===== src/rtl/cp0_exc.sv =====
// MIPS-style CP0 exception unit: Status/Cause/EPC registers, event priority and pipeline redirect.
// Optional Count/Compare timer is built when macro CP0_TIMER_EN is defined.
module cp0_exc #(
  parameter logic [31:0] EXC_VECTOR = 32'hBFC0_0380
) (
  input  logic        clk,
  input  logic        rst,
  input  logic        ex_valid,
  input  logic [31:0] ex_pc,
  input  logic        ex_in_delay,
  input  logic        ex_overflow,
  input  logic        ex_ri,
  input  logic        ex_syscall,
  input  logic        ex_break,
  input  logic        ex_eret,
  input  logic        ex_mtc0,
  input  logic [4:0]  cp0_addr,
  input  logic [31:0] cp0_wdata,
  output logic [31:0] cp0_rdata,
  input  logic [5:0]  hw_int,
  output logic        flush,
  output logic [31:0] exc_pc
);

  localparam logic [4:0] ADDR_COUNT   = 5'd9;
  localparam logic [4:0] ADDR_COMPARE = 5'd11;
  localparam logic [4:0] ADDR_STATUS  = 5'd12;
  localparam logic [4:0] ADDR_CAUSE   = 5'd13;
  localparam logic [4:0] ADDR_EPC     = 5'd14;

  localparam logic [4:0] CODE_INT = 5'h00;
  localparam logic [4:0] CODE_RI  = 5'h0A;
  localparam logic [4:0] CODE_OV  = 5'h0C;
  localparam logic [4:0] CODE_SYS = 5'h08;
  localparam logic [4:0] CODE_BP  = 5'h09;

  logic [7:0]  r_im;
  logic        r_exl;
  logic        r_ie;
  logic        r_bd;
  logic [5:0]  r_ip_hw;
  logic [1:0]  r_ip_sw;
  logic [4:0]  r_exccode;
  logic [31:0] r_epc;

  logic        w_ti;
  logic [7:0]  w_ip;
  logic [31:0] w_status;
  logic [31:0] w_cause;
  logic        w_int_pend;
  logic        w_exc;
  logic [4:0]  w_code;
  logic        w_eret;
  logic        w_mtc0;

  // The timer interrupt shares IP7 with hw_int[5].
  assign w_ip     = {r_ip_hw[5] | w_ti, r_ip_hw[4:0], r_ip_sw};
  assign w_status = {9'd0, 1'b1, 6'd0, r_im, 6'd0, r_exl, r_ie};
  assign w_cause  = {r_bd, w_ti, 14'd0, w_ip, 1'b0, r_exccode, 2'b00};

  assign w_int_pend = r_ie & ~r_exl & (|(w_ip & r_im)) & ex_valid;

  always_comb begin
    w_exc  = 1'b1;
    w_code = CODE_INT;
    if (w_int_pend) begin
      w_code = CODE_INT;
    end else if (ex_valid && ex_ri) begin
      w_code = CODE_RI;
    end else if (ex_valid && ex_overflow) begin
      w_code = CODE_OV;
    end else if (ex_valid && ex_syscall) begin
      w_code = CODE_SYS;
    end else if (ex_valid && ex_break) begin
      w_code = CODE_BP;
    end else begin
      w_exc = 1'b0;
    end
  end

  assign w_eret = ex_valid & ex_eret & ~w_exc;
  assign w_mtc0 = ex_valid & ex_mtc0 & ~w_exc & ~w_eret;

  always_comb begin
    flush  = 1'b0;
    exc_pc = 32'd0;
    if (!rst) begin
      if (w_exc) begin
        flush  = 1'b1;
        exc_pc = EXC_VECTOR;
      end else if (w_eret) begin
        flush  = 1'b1;
        exc_pc = r_epc;
      end
    end
  end

  always_ff @(posedge clk) begin
    if (rst) begin
      r_im      <= 8'd0;
      r_exl     <= 1'b0;
      r_ie      <= 1'b0;
      r_bd      <= 1'b0;
      r_ip_hw   <= 6'd0;
      r_ip_sw   <= 2'd0;
      r_exccode <= 5'd0;
      r_epc     <= 32'd0;
    end else begin
      r_ip_hw <= hw_int;
      if (w_exc) begin
        r_exccode <= w_code;
        // A nested exception keeps the original return address.
        if (!r_exl) begin
          r_epc <= ex_in_delay ? (ex_pc - 32'd4) : ex_pc;
          r_bd  <= ex_in_delay;
          r_exl <= 1'b1;
        end
      end else if (w_eret) begin
        r_exl <= 1'b0;
      end else if (w_mtc0) begin
        case (cp0_addr)
          ADDR_STATUS: begin
            r_im  <= cp0_wdata[15:8];
            r_exl <= cp0_wdata[1];
            r_ie  <= cp0_wdata[0];
          end
          ADDR_CAUSE: r_ip_sw <= cp0_wdata[9:8];
          ADDR_EPC:   r_epc   <= cp0_wdata;
          default: ;
        endcase
      end
    end
  end

`ifdef CP0_TIMER_EN
  logic [31:0] r_count;
  logic [31:0] r_compare;
  logic        r_tick;
  logic        r_ti;

  assign w_ti = r_ti;

  // Count advances on every second cycle; software writes take precedence.
  always_ff @(posedge clk) begin
    if (rst) begin
      r_count   <= 32'd0;
      r_compare <= 32'd0;
      r_tick    <= 1'b0;
      r_ti      <= 1'b0;
    end else begin
      r_tick <= ~r_tick;
      if (w_mtc0 && (cp0_addr == ADDR_COUNT)) begin
        r_count <= cp0_wdata;
      end else if (r_tick) begin
        r_count <= r_count + 32'd1;
      end
      if (w_mtc0 && (cp0_addr == ADDR_COMPARE)) begin
        r_compare <= cp0_wdata;
        r_ti      <= 1'b0;
      end else if (r_count == r_compare) begin
        r_ti <= 1'b1;
      end
    end
  end

  always_comb begin
    cp0_rdata = 32'd0;
    case (cp0_addr)
      ADDR_COUNT:   cp0_rdata = r_count;
      ADDR_COMPARE: cp0_rdata = r_compare;
      ADDR_STATUS:  cp0_rdata = w_status;
      ADDR_CAUSE:   cp0_rdata = w_cause;
      ADDR_EPC:     cp0_rdata = r_epc;
      default:      cp0_rdata = 32'd0;
    endcase
  end
`else
  assign w_ti = 1'b0;

  always_comb begin
    cp0_rdata = 32'd0;
    case (cp0_addr)
      ADDR_STATUS: cp0_rdata = w_status;
      ADDR_CAUSE:  cp0_rdata = w_cause;
      ADDR_EPC:    cp0_rdata = r_epc;
      default:     cp0_rdata = 32'd0;
    endcase
  end
`endif

endmodule


===== config.mk =====
export PLATFORM = sky130hd
export DESIGN_NAME = cp0_exc
export DESIGN_NICKNAME = d
export VERILOG_FILES = /design/src/rtl/cp0_exc.sv
export SDC_FILE = /design/constraint.sdc
export NUM_CORES = 1
export LEC_CHECK = 0
export BUFFER_PORTS_ARGS = -buffer_cell sky130_fd_sc_hd__buf_2
export CORE_ASPECT_RATIO = 1.75
export CORE_UTILIZATION = 52
export CTS_CLUSTER_SIZE = 10
export DETAILED_ROUTE_END_ITERATION = 6
export PLACE_DENSITY_LB_ADDON = 0.05
export SLEW_MARGIN = 20
export SYNTH_ARGS = -nofsm -noshare
export SYNTH_HDL_FRONTEND = slang
export SYNTH_SLANG_ARGS = --single-unit

===== constraint.sdc =====
create_clock -name clk -period 4.02 [get_ports clk]
set_input_delay 0.201 -clock clk [delete_from_list [all_inputs] [get_ports clk]]
set_output_delay 0.201 -clock clk [all_outputs]
set_load 0.005 [all_outputs]

Yosys cells after proc, flatten, opt, wreduce, memory -nomap -nowiden:

Index checks and enable logic that the tools add are counted.
W data, S select, Z words.

* add/subtract/negate cells: 1
* $mul: 0
* divide/modulo/power cells: 0
* $lt $le $gt $ge: 0
* eq/ne operators: 5
* shift operators: 0
* multiplexer cells: 27
* bitwise logic cells: 12
* reduce and logical (&&, ||, !) cells: 14

Operators with widths (count)
* $mux W32: 9
* $pmux W32 S3: 1
* $sub A32 B3 Y32 const B: 1
* $mux W4: 5
* $eq A5 B4 Y1 const B: 3
* $mux W1: 12
* $reduce_and A4 Y1: 3
* $and A1 B1 Y1: 8
* $and A8 B8 Y8: 1
* $reduce_or A8 Y1: 1
* $reduce_bool A3 Y1: 2
* $logic_and A1 B1 Y1: 4
* $ne A2 B2 Y1 const B: 2
* $reduce_and A2 Y1: 2
* $reduce_bool A2 Y1: 2
* $not A1 Y1: 3

* flip-flop bits (word level): 56
* latch bits: 0
* memory bits (writable): 0
* memory bits (read-only): 0
* input port bits: 85
* output and inout bits: 65
* word-level logic and storage cells: 67
* memories: 0

Longest topological paths before layout:

Gate-level depths: netlist (run 1).

* word-level depth: 13
* gate-level depth with buffers: 8
* gate-level depth less buffers: 8

Worst setup path before layout (run 1):

No wires, ideal clock.

* path type: in2reg
* from: input port ex_pc[24]
* to: register r_epc[31]
* arrival: 1.997 ns
* data required time: 3.927 ns
* setup slack: 1.930 ns
* stages: 5
* path buffers: 0
* cell sequence: or4_4 -> or4_4 -> or4_4 -> xor2_1 -> o311ai_2

* word-level cells in the longest chain between the ends: 4

Ends and longest elaborated chain
* start: declaration: line 9 `input logic [31:0] ex_pc,`
* $sub A32 B3 Y32: line 114 `r_epc <= ex_in_delay ? (ex_pc - 32'd4) : ex_pc;`
* $mux W32: line 114
* $mux W32: line 113 `if (!r_exl) begin`
* $mux W32: line 110 `if (w_exc) begin`
* end signal: assignment: line 114
* end signal: assignment: line 128 `ADDR_EPC: r_epc <= cp0_wdata;`
* end: declaration: line 44 `logic [31:0] r_epc;`

No other way between the ends. The select of a mux whose other input is x is not followed.
A chain may end at the register's enable or synchronous reset.

Worst setup path after layout (run 1):

* from: register r_im[6]
* to: register r_epc[12]

* word-level cells in the longest chain between the ends: 11
* elaborated cells between the ends (all ways): 16
* classes of those cells: eq/ne: 2; mux: 2; bitwise: 8; reduce/logical: 4

Ends and longest elaborated chain
* start: declaration: line 37 `logic [7:0] r_im;`
* start signal: assignment: line 123 `r_im <= cp0_wdata[15:8];`
* $and A8 B8 Y8 *: line 61 `assign w_int_pend = r_ie & ~r_exl & (|(w_ip & r_im)) & ex_valid;`
* $reduce_or A8 Y1 *: line 61
* $and A1 B1 Y1 * (2 in series): line 61
* $mux W1 *: line 66 `if (w_int_pend) begin`
* $not A1 Y1 (no source line)
* $and A1 B1 Y1: line 81 `assign w_eret = ex_valid & ex_eret & ~w_exc;`
* $not A1 Y1 (no source line)
* $and A1 B1 Y1: line 82 `assign w_mtc0 = ex_valid & ex_mtc0 & ~w_exc & ~w_eret;`
* $reduce_bool A2 Y1 (no source line)
* $reduce_and A4 Y1 (no source line)

Every way passes the cells marked *; elsewhere a longest branch is shown, timed or not.

==> results.py, run 1 <==
metrics = {
    "logic_synthesis": {
        "async_flop_share_pct": 0,
        "netlist_instances": 445,
        "ys_seq_area_share_pct": 31.1,
        "synth_simple_gate_area_share_pct": 30.6,
        "synth_top_area_cell": "dfxtp_1",
        "syn-num-nets": 531,
        "synth_top_area_share_pct": 31.1,
        "ys_warn_count": 0,
        "synth-main-ff-cell": "dfxtp_1",
        "syn-cell-area_sq_um": 3540,
        "synthTopCellsByArea": "dfxtp_1, and2_1, mux2i_1",
        "synth_mux_area_share_pct": 6.57,
        "synth_edf_count": 0,
        "synth_adder_area_share_pct": 0.353,
        "ys_ff_latch": 55,
        "postSynthAreaPerCell_sq_um": 7.97,
        "synth_top_family_by_area": "simple AND/OR/NAND/NOR gates",
        "synth_cell_type_count": 51,
        "synth_compound_area_share_pct": 20.5,
        "synth_xor_xnor_area_share_pct": 7.17,
    },
    "placement": {
        "place_area_sq_um": 4370,
        "portBuffers": 149,
        "dpl_worst_slack_ps": 1570,
        "globalplace.congestion": 0.881,
        "dp_hpwl_mm": 7.55,
    },
    "timing": {
        "fmax_mhz": 405,
        "setup_ws_ps": 1550,
        "slew_viol_final": 0,
        "min_period_ps": 2470,
        "skew_ps": 6.66,
        "post-route-period-util_pct": 61.4,
        "rsz0062_at_grt": "no",
        "relSlewSlack_pct": 34.9,
        "hold_viol": 0,
        "tns_ps": 0,
        "worst_pin_slew_ps": 963,
        "setup_viol": 0,
    },
    "route": {
        "drcViolationCount": 0,
        "drt_iter0_drc": 238,
        "ant_nets": 0,
        "routed_wl_mm": 10.3,
        "post_drt_wl_per_cell_um": 15.6,
        "vias": 3747,
        "routed_via_density": 5.65,
        "first_pass_iters": 4,
    },
    "floorplanning": {
        "initial_core_util_pct": 54.2,
        "rows": 39,
        "die_w_um": 64.4,
        "pin_count": 150,
        "die_h_um": 111,
        "core_sq_um": 6540,
        "die_area_sq_um": 7160,
    },
    "pwr": {
        "p_comb_share_pct": 18.3,
        "p_seq_share_pct": 46.3,
        "p_sw_uw": 375,
        "p_leak_uw": 0.00209,
        "power_uw": 1290,
        "p_per_area_nw_per_um2": 286,
        "power.internal_uw": 918,
        "ir_worst_vdd_v": 0.000193,
        "clkPwrFrac_pct": 35.3,
        "swShare_pct": 29.0,
    },
    "cells_and_area": {
        "fill_cells": 602,
        "synthToLayoutAreaGrowth_pct": 27.5,
        "finalNetCount": 666,
        "drive_gt1_share_pct": 31.2,
        "stdcell_area_sq_um": 4520,
        "antenna_cells": 0,
    },
    "worst_setup_path": {
        "cp_data_arrival_time_ps": 2700,
        "crit_start": "r_im[6]",
        "start_kind": "flip-flop",
        "r2r-start": "r_im[6]",
        "crit_fanout": 52,
        "crit_type": "flip-flop to flip-flop",
        "cp.required_ps": 4250,
        "end_kind": "flip-flop",
    },
    "flow_run": {
        "cap_violations": 0,
    },
    "clock_network": {
        "postCtsSetupBuffers": 0,
        "cts-buffers-inserted": 5,
        "clockBufferDepth": 2,
        "clkTransAtPathRegs_ps": 80,
        "cts.sinks": 55,
        "cts_htree_levels": 2,
        "cts_tree": "yes",
        "hold_buffers": 0,
        "root_buffer": "clkbuf_16",
        "cts_resized": 0,
        "clk_latency_ps": 300,
    },
    "grt": {
        "grtUsageTotal_pct": 29.1,
        "gr-usage-met1_pct": 33.2,
        "grt_max_degree": 64,
        "antenna_found_initial": 0,
        "met3_usage_pct": 7.00,
        "grt_pass1_wl_mm": 16.4,
        "grt_pass1_vias": 3454,
        "met2_usage_pct": 50.4,
        "grt_overflow_total": 0,
        "top_usage_layer": "met2",
    },
    "run_status": {
        "status": "completed",
    },
    "hold_path": {
        "holdCritPathClass": "input port to flip-flop",
        "hold_start": "hw_int[4]",
    },
}
per-stage QoR:
stage | hold WS, ps | std cells | util, %
global route | 106 | 663 | 69.1
detailed placement | 419 | 655 | 66.8
finish | 102 | 663 | 69.1
CTS | 101 | 663 | 69.1
global placement | 409 | 655 | 66.8
floorplan | 329 | 445 | -
layout make-up:
class | instances | area, sq um | area share (%)
clock inverters | 3 | 26.3 | 0.581
flip-flops and latches | 55 | 1100 | 24.4
well taps | 82 | 103 | 2.27
inverters | 4 | 15.0 | 0.332
clock buffers | 5 | 125 | 2.77
repair buffers | 158 | 813 | 18.0
multi-input cells | 356 | 2340 | 51.7
power by group through the flow:
stage	logic (uW)	registers, uW	clock network, uW
finish	237	599	457
global route	262	603	489
CTS	237	598	469
detailed placement	235	611	0
global placement	231	610	0
floorplan	137	603	0
cell families after synthesis:
logic type	after synthesis
buf+inv	34
simple gates	200
flops	55
mux	23
compound gates	103
fa+ha+maj	1
xor+xnor	29
routing by layer:
layer	wire, um	vias up
li1	-	1863
met2	5370	130
met1	4030	1734
met3	692	20
met5	0	-
met4	231	0
registers in the layout, indices dropped and copies added, names as in the netlist:
| signal | count |
|---|---|
| r_ie | 1 |
| r_ip_sw | 2 |
| r_im | 8 |
| r_exl | 1 |
| r_ip_hw | 6 |
| r_epc | 32 |
| r_bd | 1 |
| r_exccode | 4 |
cell usage in the layout (no fill, tap or decap), types with 2 or more instances in the layout:
| cell type | n |
|---|---|
| dfxtp_1 | 55 |
| mux2i_1 | 21 |
| a22o_1 | 7 |
| nand3b_1 | 6 |
| o211ai_1 | 8 |
| o21ai_0 | 8 |
| a211o_1 | 15 |
| nor3b_1 | 2 |
| and2_1 | 36 |
| o21a_1 | 12 |
| nand3_1 | 7 |
| clkbuf_16 | 5 |
| inv_6 | 2 |
| nor4_2 | 2 |
| buf_4 | 9 |
| xor2_1 | 14 |
| nor2_1 | 44 |
| a21o_1 | 2 |
| a21oi_1 | 29 |
| xnor2_1 | 15 |
| nand4b_1 | 6 |
| o311ai_1 | 4 |
| a211oi_1 | 4 |
| nor3_1 | 15 |
| a22oi_1 | 5 |
| nor4_1 | 6 |
| mux2_2 | 2 |
| buf_2 | 149 |
| nor2b_1 | 6 |
| inv_1 | 4 |
| or4_4 | 5 |
| nand4_1 | 5 |
| and3b_1 | 2 |
| nand2_1 | 49 |
final timing paths:
check	slack [ps]	depth (start not counted)	end
hold reg to reg	470	2	r_epc[18]
hold / removal	100	2	r_ip_hw[4]
setup reg to reg	1550	7	r_epc[12]
setup / recovery	1550	7	r_epc[12]
cells in the mapped netlist, drive strengths merged (2+ instances only):
| cell type | instances |
|---|---|
| o311ai | 5 |
| a211oi | 4 |
| and3b | 2 |
| nand2 | 49 |
| xor2 | 14 |
| nor2b | 6 |
| nand4 | 6 |
| buf | 7 |
| mux2 | 2 |
| a22o | 7 |
| xnor2 | 15 |
| inv | 4 |
| o211ai | 8 |
| o21ai | 9 |
| mux2i | 21 |
| a22oi | 5 |
| nand3 | 7 |
| clkbuf | 23 |
| and2 | 36 |
| nand4b | 6 |
| nand3b | 6 |
| o21a | 12 |
| nor3 | 16 |
| dfxtp | 55 |
| a21oi | 30 |
| a21o | 2 |
| nor3b | 2 |
| or4 | 5 |
| nor2 | 44 |
| nor4 | 8 |
| a211o | 15 |
worst max-delay path, stage by stage (launching register included):
cell     delay (ps)
dfxtp_1         330
a22oi_1         290
nand4_1         170
a21oi_1         160
buf_4           230
mux2_2          690
a211o_1         360
a21oi_1         140
Note: power is estimated with default switching activity, not from simulation.
==> inputs of run 2 (changes only) <==
--- a/config.mk
+++ b/config.mk
@@ -7,7 +7,7 @@
 export LEC_CHECK = 0
 export BUFFER_PORTS_ARGS = -buffer_cell sky130_fd_sc_hd__buf_2
 export CORE_ASPECT_RATIO = 1.75
-export CORE_UTILIZATION = 52
+export CORE_UTILIZATION = 49
 export CTS_CLUSTER_SIZE = 10
 export DETAILED_ROUTE_END_ITERATION = 6
 export PLACE_DENSITY_LB_ADDON = 0.05
==> constraint.sdc (replaced) <==
create_clock -name clk -period 2.4 [get_ports clk]
set_input_delay 0.12 -clock clk [delete_from_list [all_inputs] [get_ports clk]]
set_output_delay 0.12 -clock clk [all_outputs]
set_load 0.005 [all_outputs]
==> results.py, run 2 (synthesis results as in run 1) <==
metrics = {
    "timing": {
        "setup_viol": 0,
        "post-route-period-util_pct": 92.2,
        "min_period_ps": 2210,
        "hold_viol": 0,
        "slew_viol_final": 0,
        "worst_pin_slew_ps": 684,
        "tns_ps": 0,
        "fmax_mhz": 452,
        "rsz0062_at_grt": "no",
        "skew_ps": 6.52,
        "relSlewSlack_pct": 54.4,
        "setup_ws_ps": 187,
    },
    "cells_and_area": {
        "top_regs": "r_epc (32), r_im (8), r_ip_hw (6)",
        "final_common_cell": "buf_2",
        "drive_gt1_share_pct": 33.3,
        "regMostFlops": "r_epc",
        "antenna_cells": 0,
        "layout_common_cells": "buf_2, dfxtp_1, nand2_1, nor2_1, and2_1",
        "fill_cells": 637,
        "finalNetCount": 679,
        "post-route-util_pct": 67.2,
        "synthToLayoutAreaGrowth_pct": 31.0,
        "largest_register_ffs": 32,
    },
    "clock_network": {
        "clkTransAtPathRegs_ps": 70,
        "clockBufferDepth": 2,
        "cts_tree": "yes",
        "root_buffer": "clkbuf_16",
        "clk_latency_ps": 300,
        "cts-buffers-inserted": 5,
        "cts_htree_levels": 2,
        "cts.sinks": 55,
    },
    "floorplanning": {
        "rows": 40,
        "die_w_um": 66.3,
        "die_area_sq_um": 7590,
        "core_sq_um": 6910,
        "initial_core_util_pct": 51.3,
        "die_h_um": 115,
        "pin_count": 150,
    },
    "route": {
        "ant_nets": 0,
        "routed_via_density": 5.58,
        "routed_wl_mm": 10.6,
        "drcViolationCount": 0,
        "drt_iter0_drc": 220,
        "vias": 3782,
        "first_pass_iters": 5,
        "post_drt_wl_per_cell_um": 15.6,
    },
    "worst_setup_path": {
        "cp.required_ps": 2280,
        "end_kind": "output port",
        "start_kind": "flip-flop",
        "crit_fanout": 14,
        "cp_data_arrival_time_ps": 2090,
        "crit_type": "flip-flop to output port",
    },
    "flow_run": {
        "cap_violations": 0,
    },
    "pwr": {
        "power_uw": 2170,
        "ir_worst_vdd_v": 0.000295,
        "p_leak_uw": 0.00215,
        "p_per_area_nw_per_um2": 468,
    },
    "placement": {
        "dp_hpwl_mm": 7.94,
        "portBuffers": 149,
        "dpl_worst_slack_ps": 222,
        "globalplace.congestion": 0.872,
    },
    "grt": {
        "grt_max_degree": 35,
        "grt_pass1_vias": 3468,
        "antenna_found_initial": 0,
        "grt_overflow_total": 0,
        "grt_pass1_wl_mm": 16.1,
        "grtUsageTotal_pct": 27.8,
    },
    "hold_path": {
        "holdCritPathClass": "input port to flip-flop",
    },
    "run_status": {
        "status": "completed",
    },
}
-- run 2: cell count changes in the layout (fill, tap and decap cells not counted), sizes merged --
cell / previous run / this run
inv: 6 / 5
buf: 158 / 171
clkinv: 1 / 0
clkinvlp: 0 / 2
-- run 2: final cells by class --
class                           count  area, sq um  share of cell area (%)
Tap cell                           84          105                    2.26
Multi-Input combinational cell    356         2360                    50.8
Clock inverter                      3         23.8                   0.512
Sequential cell                    55         1100                    23.7
Timing Repair Buffer              171          912                    19.6
Inverter                            4         15.0                   0.323
Clock buffer                        5          125                    2.70
-- run 2: per-stage QoR --
stage / cell area [sq um] / instances / hold WS [ps]
floorplan: 3540 / 445 / 248
detailed placement: 4450 / 668 / 338
CTS: 4600 / 676 / 23.8
global route: 4640 / 678 / 24.5
global placement: 4450 / 668 / 329
finish: 4640 / 678 / 29.9
-- run 2: final timing paths --
path,start,endpoint,slack (ps),cells past startpoint
hold reg to reg,r_epc[7],r_epc[7],460,2
setup / recovery,r_im[6],exc_pc[11],190,7
setup reg to reg,r_im[6],r_epc[13],320,7
hold / removal,hw_int[3],r_ip_hw[3],30,2
-- run 2: critical path: stages, from the launching register on --
cell	delay, ps
dfxtp_1	320
a22oi_1	220
and4_1	340
o21ai_4	110
nor3_4	270
buf_4	250
and2_1	170
buf_2	120
-- run 2: routing by layer --
| layer | wire (um) | global-route usage (%) | share of wire [%] | vias to the layer above |
|---|---|---|---|---|
| met4 | 140 | 7.94 | 1.3 | 0 |
| li1 | - | - | - | 1893 |
| met1 | 4190 | 32.2 | 40 | 1746 |
| met3 | 650 | 5.98 | 6.1 | 12 |
| met5 | 0 | 0 | 0 | - |
| met2 | 5610 | 49.8 | 53 | 131 |
-- run 2: repair_timing --
item | 4_1_cts | 5_1_grt
gates resized for setup | 0 | 7
buffers inserted | 0 | 1
hold buffers | 0 | 0
setup endpoints to repair | 0 | 23
-- run 2: power breakdown --
group	internal [uW]	switching, uW	leakage (uW)	total (uW)
combinational	187	227	0.00163	414
clock	392	365	0.0000664	756
sequential	964	37.9	0.000451	1000
total	1540	629	0.00215	2170
==> inputs of run 3 (changes only) <==
--- a/config.mk
+++ b/config.mk
@@ -11,6 +11,7 @@
 export CTS_CLUSTER_SIZE = 10
 export DETAILED_ROUTE_END_ITERATION = 6
 export PLACE_DENSITY_LB_ADDON = 0.05
+export REMOVE_ABC_BUFFERS = 1
 export SLEW_MARGIN = 20
 export SYNTH_ARGS = -nofsm -noshare
 export SYNTH_HDL_FRONTEND = slang
==> results.py, run 3 (synthesis results as in run 1) <==
metrics = {
    "grt": {
        "grt_max_degree": 59,
        "grtUsageTotal_pct": 28.0,
        "grt_pass1_vias": 3404,
        "grt_pass1_wl_mm": 16.2,
        "grt_overflow_total": 0,
        "antenna_found_initial": 0,
    },
    "cells_and_area": {
        "drive_gt1_share_pct": 32.5,
        "final_common_cell": "buf_2",
        "antenna_cells": 0,
        "top_regs": "r_epc (32), r_im (8), r_ip_hw (6)",
        "finalNetCount": 678,
        "largest_register_ffs": 32,
        "layout_common_cells": "buf_2, dfxtp_1, nand2_1, nor2_1, and2_1",
        "synthToLayoutAreaGrowth_pct": 30.5,
        "regMostFlops": "r_epc",
        "post-route-util_pct": 67.0,
    },
    "timing": {
        "skew_ps": 4.20,
        "relSlewSlack_pct": 52.1,
        "post-route-period-util_pct": 92.2,
        "worst_pin_slew_ps": 719,
        "rsz0062_at_grt": "no",
        "hold_viol": 0,
        "tns_ps": 0,
        "setup_viol": 0,
        "setup_ws_ps": 188,
        "slew_viol_final": 0,
        "fmax_mhz": 452,
        "min_period_ps": 2210,
    },
    "worst_setup_path": {
        "crit_family": "simple AND/OR/NAND/NOR gates",
        "timing.critical_path.buf_inv": 2,
        "crit_type": "flip-flop to output port",
        "cp_data_arrival_time_ps": 2090,
        "crit_chain": "a22oi_1, and4_1, o21ai_4, nor3_4, buf_4, and2_1, buf_2",
        "cp.required_ps": 2280,
        "crit_fanout": 15,
        "end_kind": "output port",
        "max_stage_delay_ps": 340,
        "start_kind": "flip-flop",
        "crit_slowest_cell": "and4_1",
    },
    "clock_network": {
        "clockBufferDepth": 2,
        "cts_tree": "yes",
        "cts_htree_levels": 2,
        "cts.sinks": 55,
        "cts-buffers-inserted": 5,
        "clkTransAtPathRegs_ps": 70,
        "root_buffer": "clkbuf_16",
        "clk_latency_ps": 300,
        "postCtsSetupBuffers": 0,
    },
    "route": {
        "drcViolationCount": 0,
        "post_drt_wl_per_cell_um": 15.7,
        "first_pass_iters": 4,
        "routed_wl_mm": 10.6,
        "vias": 3842,
        "ant_nets": 0,
        "routed_via_density": 5.68,
        "drt_iter0_drc": 212,
    },
    "floorplanning": {
        "core_sq_um": 6910,
        "pin_count": 150,
        "die_area_sq_um": 7590,
        "rows": 40,
        "initial_core_util_pct": 51.3,
        "die_h_um": 115,
        "die_w_um": 66.3,
    },
    "flow_run": {
        "cap_violations": 0,
    },
    "pwr": {
        "p_per_area_nw_per_um2": 474,
        "p_leak_uw": 0.00215,
        "ir_worst_vdd_v": 0.000363,
    },
    "placement": {
        "dp_hpwl_mm": 7.98,
        "globalplace.congestion": 0.881,
        "dpl_worst_slack_ps": 203,
        "portBuffers": 149,
    },
    "run_status": {
        "status": "completed",
    },
    "hold_path": {
        "holdCritPathClass": "input port to flip-flop",
    },
}
## run 3: cell count changes in the layout (fill, tap and decap cells not counted), sizes merged
cell / delta
clkbuf: +3
inv: -1
buf: -1
clkinvlp: -2
## run 3: layer usage
layer	GRT usage, %	part of all wire (%)
met5	0	0
met4	9.93	2.1
met3	5.48	5.3
met2	51.3	53
met1	31.0	39
## run 3: repair_timing
action,in CTS,in global routing
endpoints found under the setup margin,0,15
hold buffers,0,0
resized for setup,0,1
## run 3: worst paths after layout
kind	cells after the start	end	startpoint	slack (ps)
max	7	exc_pc[21]	r_im[5]	190
min	2	r_ip_hw[2]	hw_int[2]	30
max reg2reg	7	r_epc[21]	r_im[5]	200
min reg2reg	2	r_epc[17]	r_epc[17]	460
## run 3: area by class of cell
class                      instances  area (sq um)
multi-input combinational        356          2350
fill                             636          2280
sequential                        55          1100
timing repair buffer             170           903
clock buffer                       8           156
tap                               84           105
inverter                           4          15.0
## run 3: per-stage QoR
step | total power, uW | area (sq um) | std cells | hold slack (ps)
5_1_grt | 2280 | 4630 | 677 | 43.9
3_3_place_gp | 1420 | 4460 | 669 | 330
2_1_floorplan | 1210 | 3430 | 415 | 182
3_5_place_dp | 1430 | 4460 | 669 | 335
4_1_cts | 2210 | 4620 | 677 | 29.8
6_report | 2190 | 4630 | 677 | 34.8
## run 3: report_power, final
part | total (uW) | leakage (uW) | switching (uW) | internal, uW
clock network | 776 | 0.0000772 | 330 | 445
registers | 1000 | 0.000451 | 38.1 | 965
logic | 414 | 0.00162 | 227 | 187
total | 2190 | 0.00215 | 596 | 1600
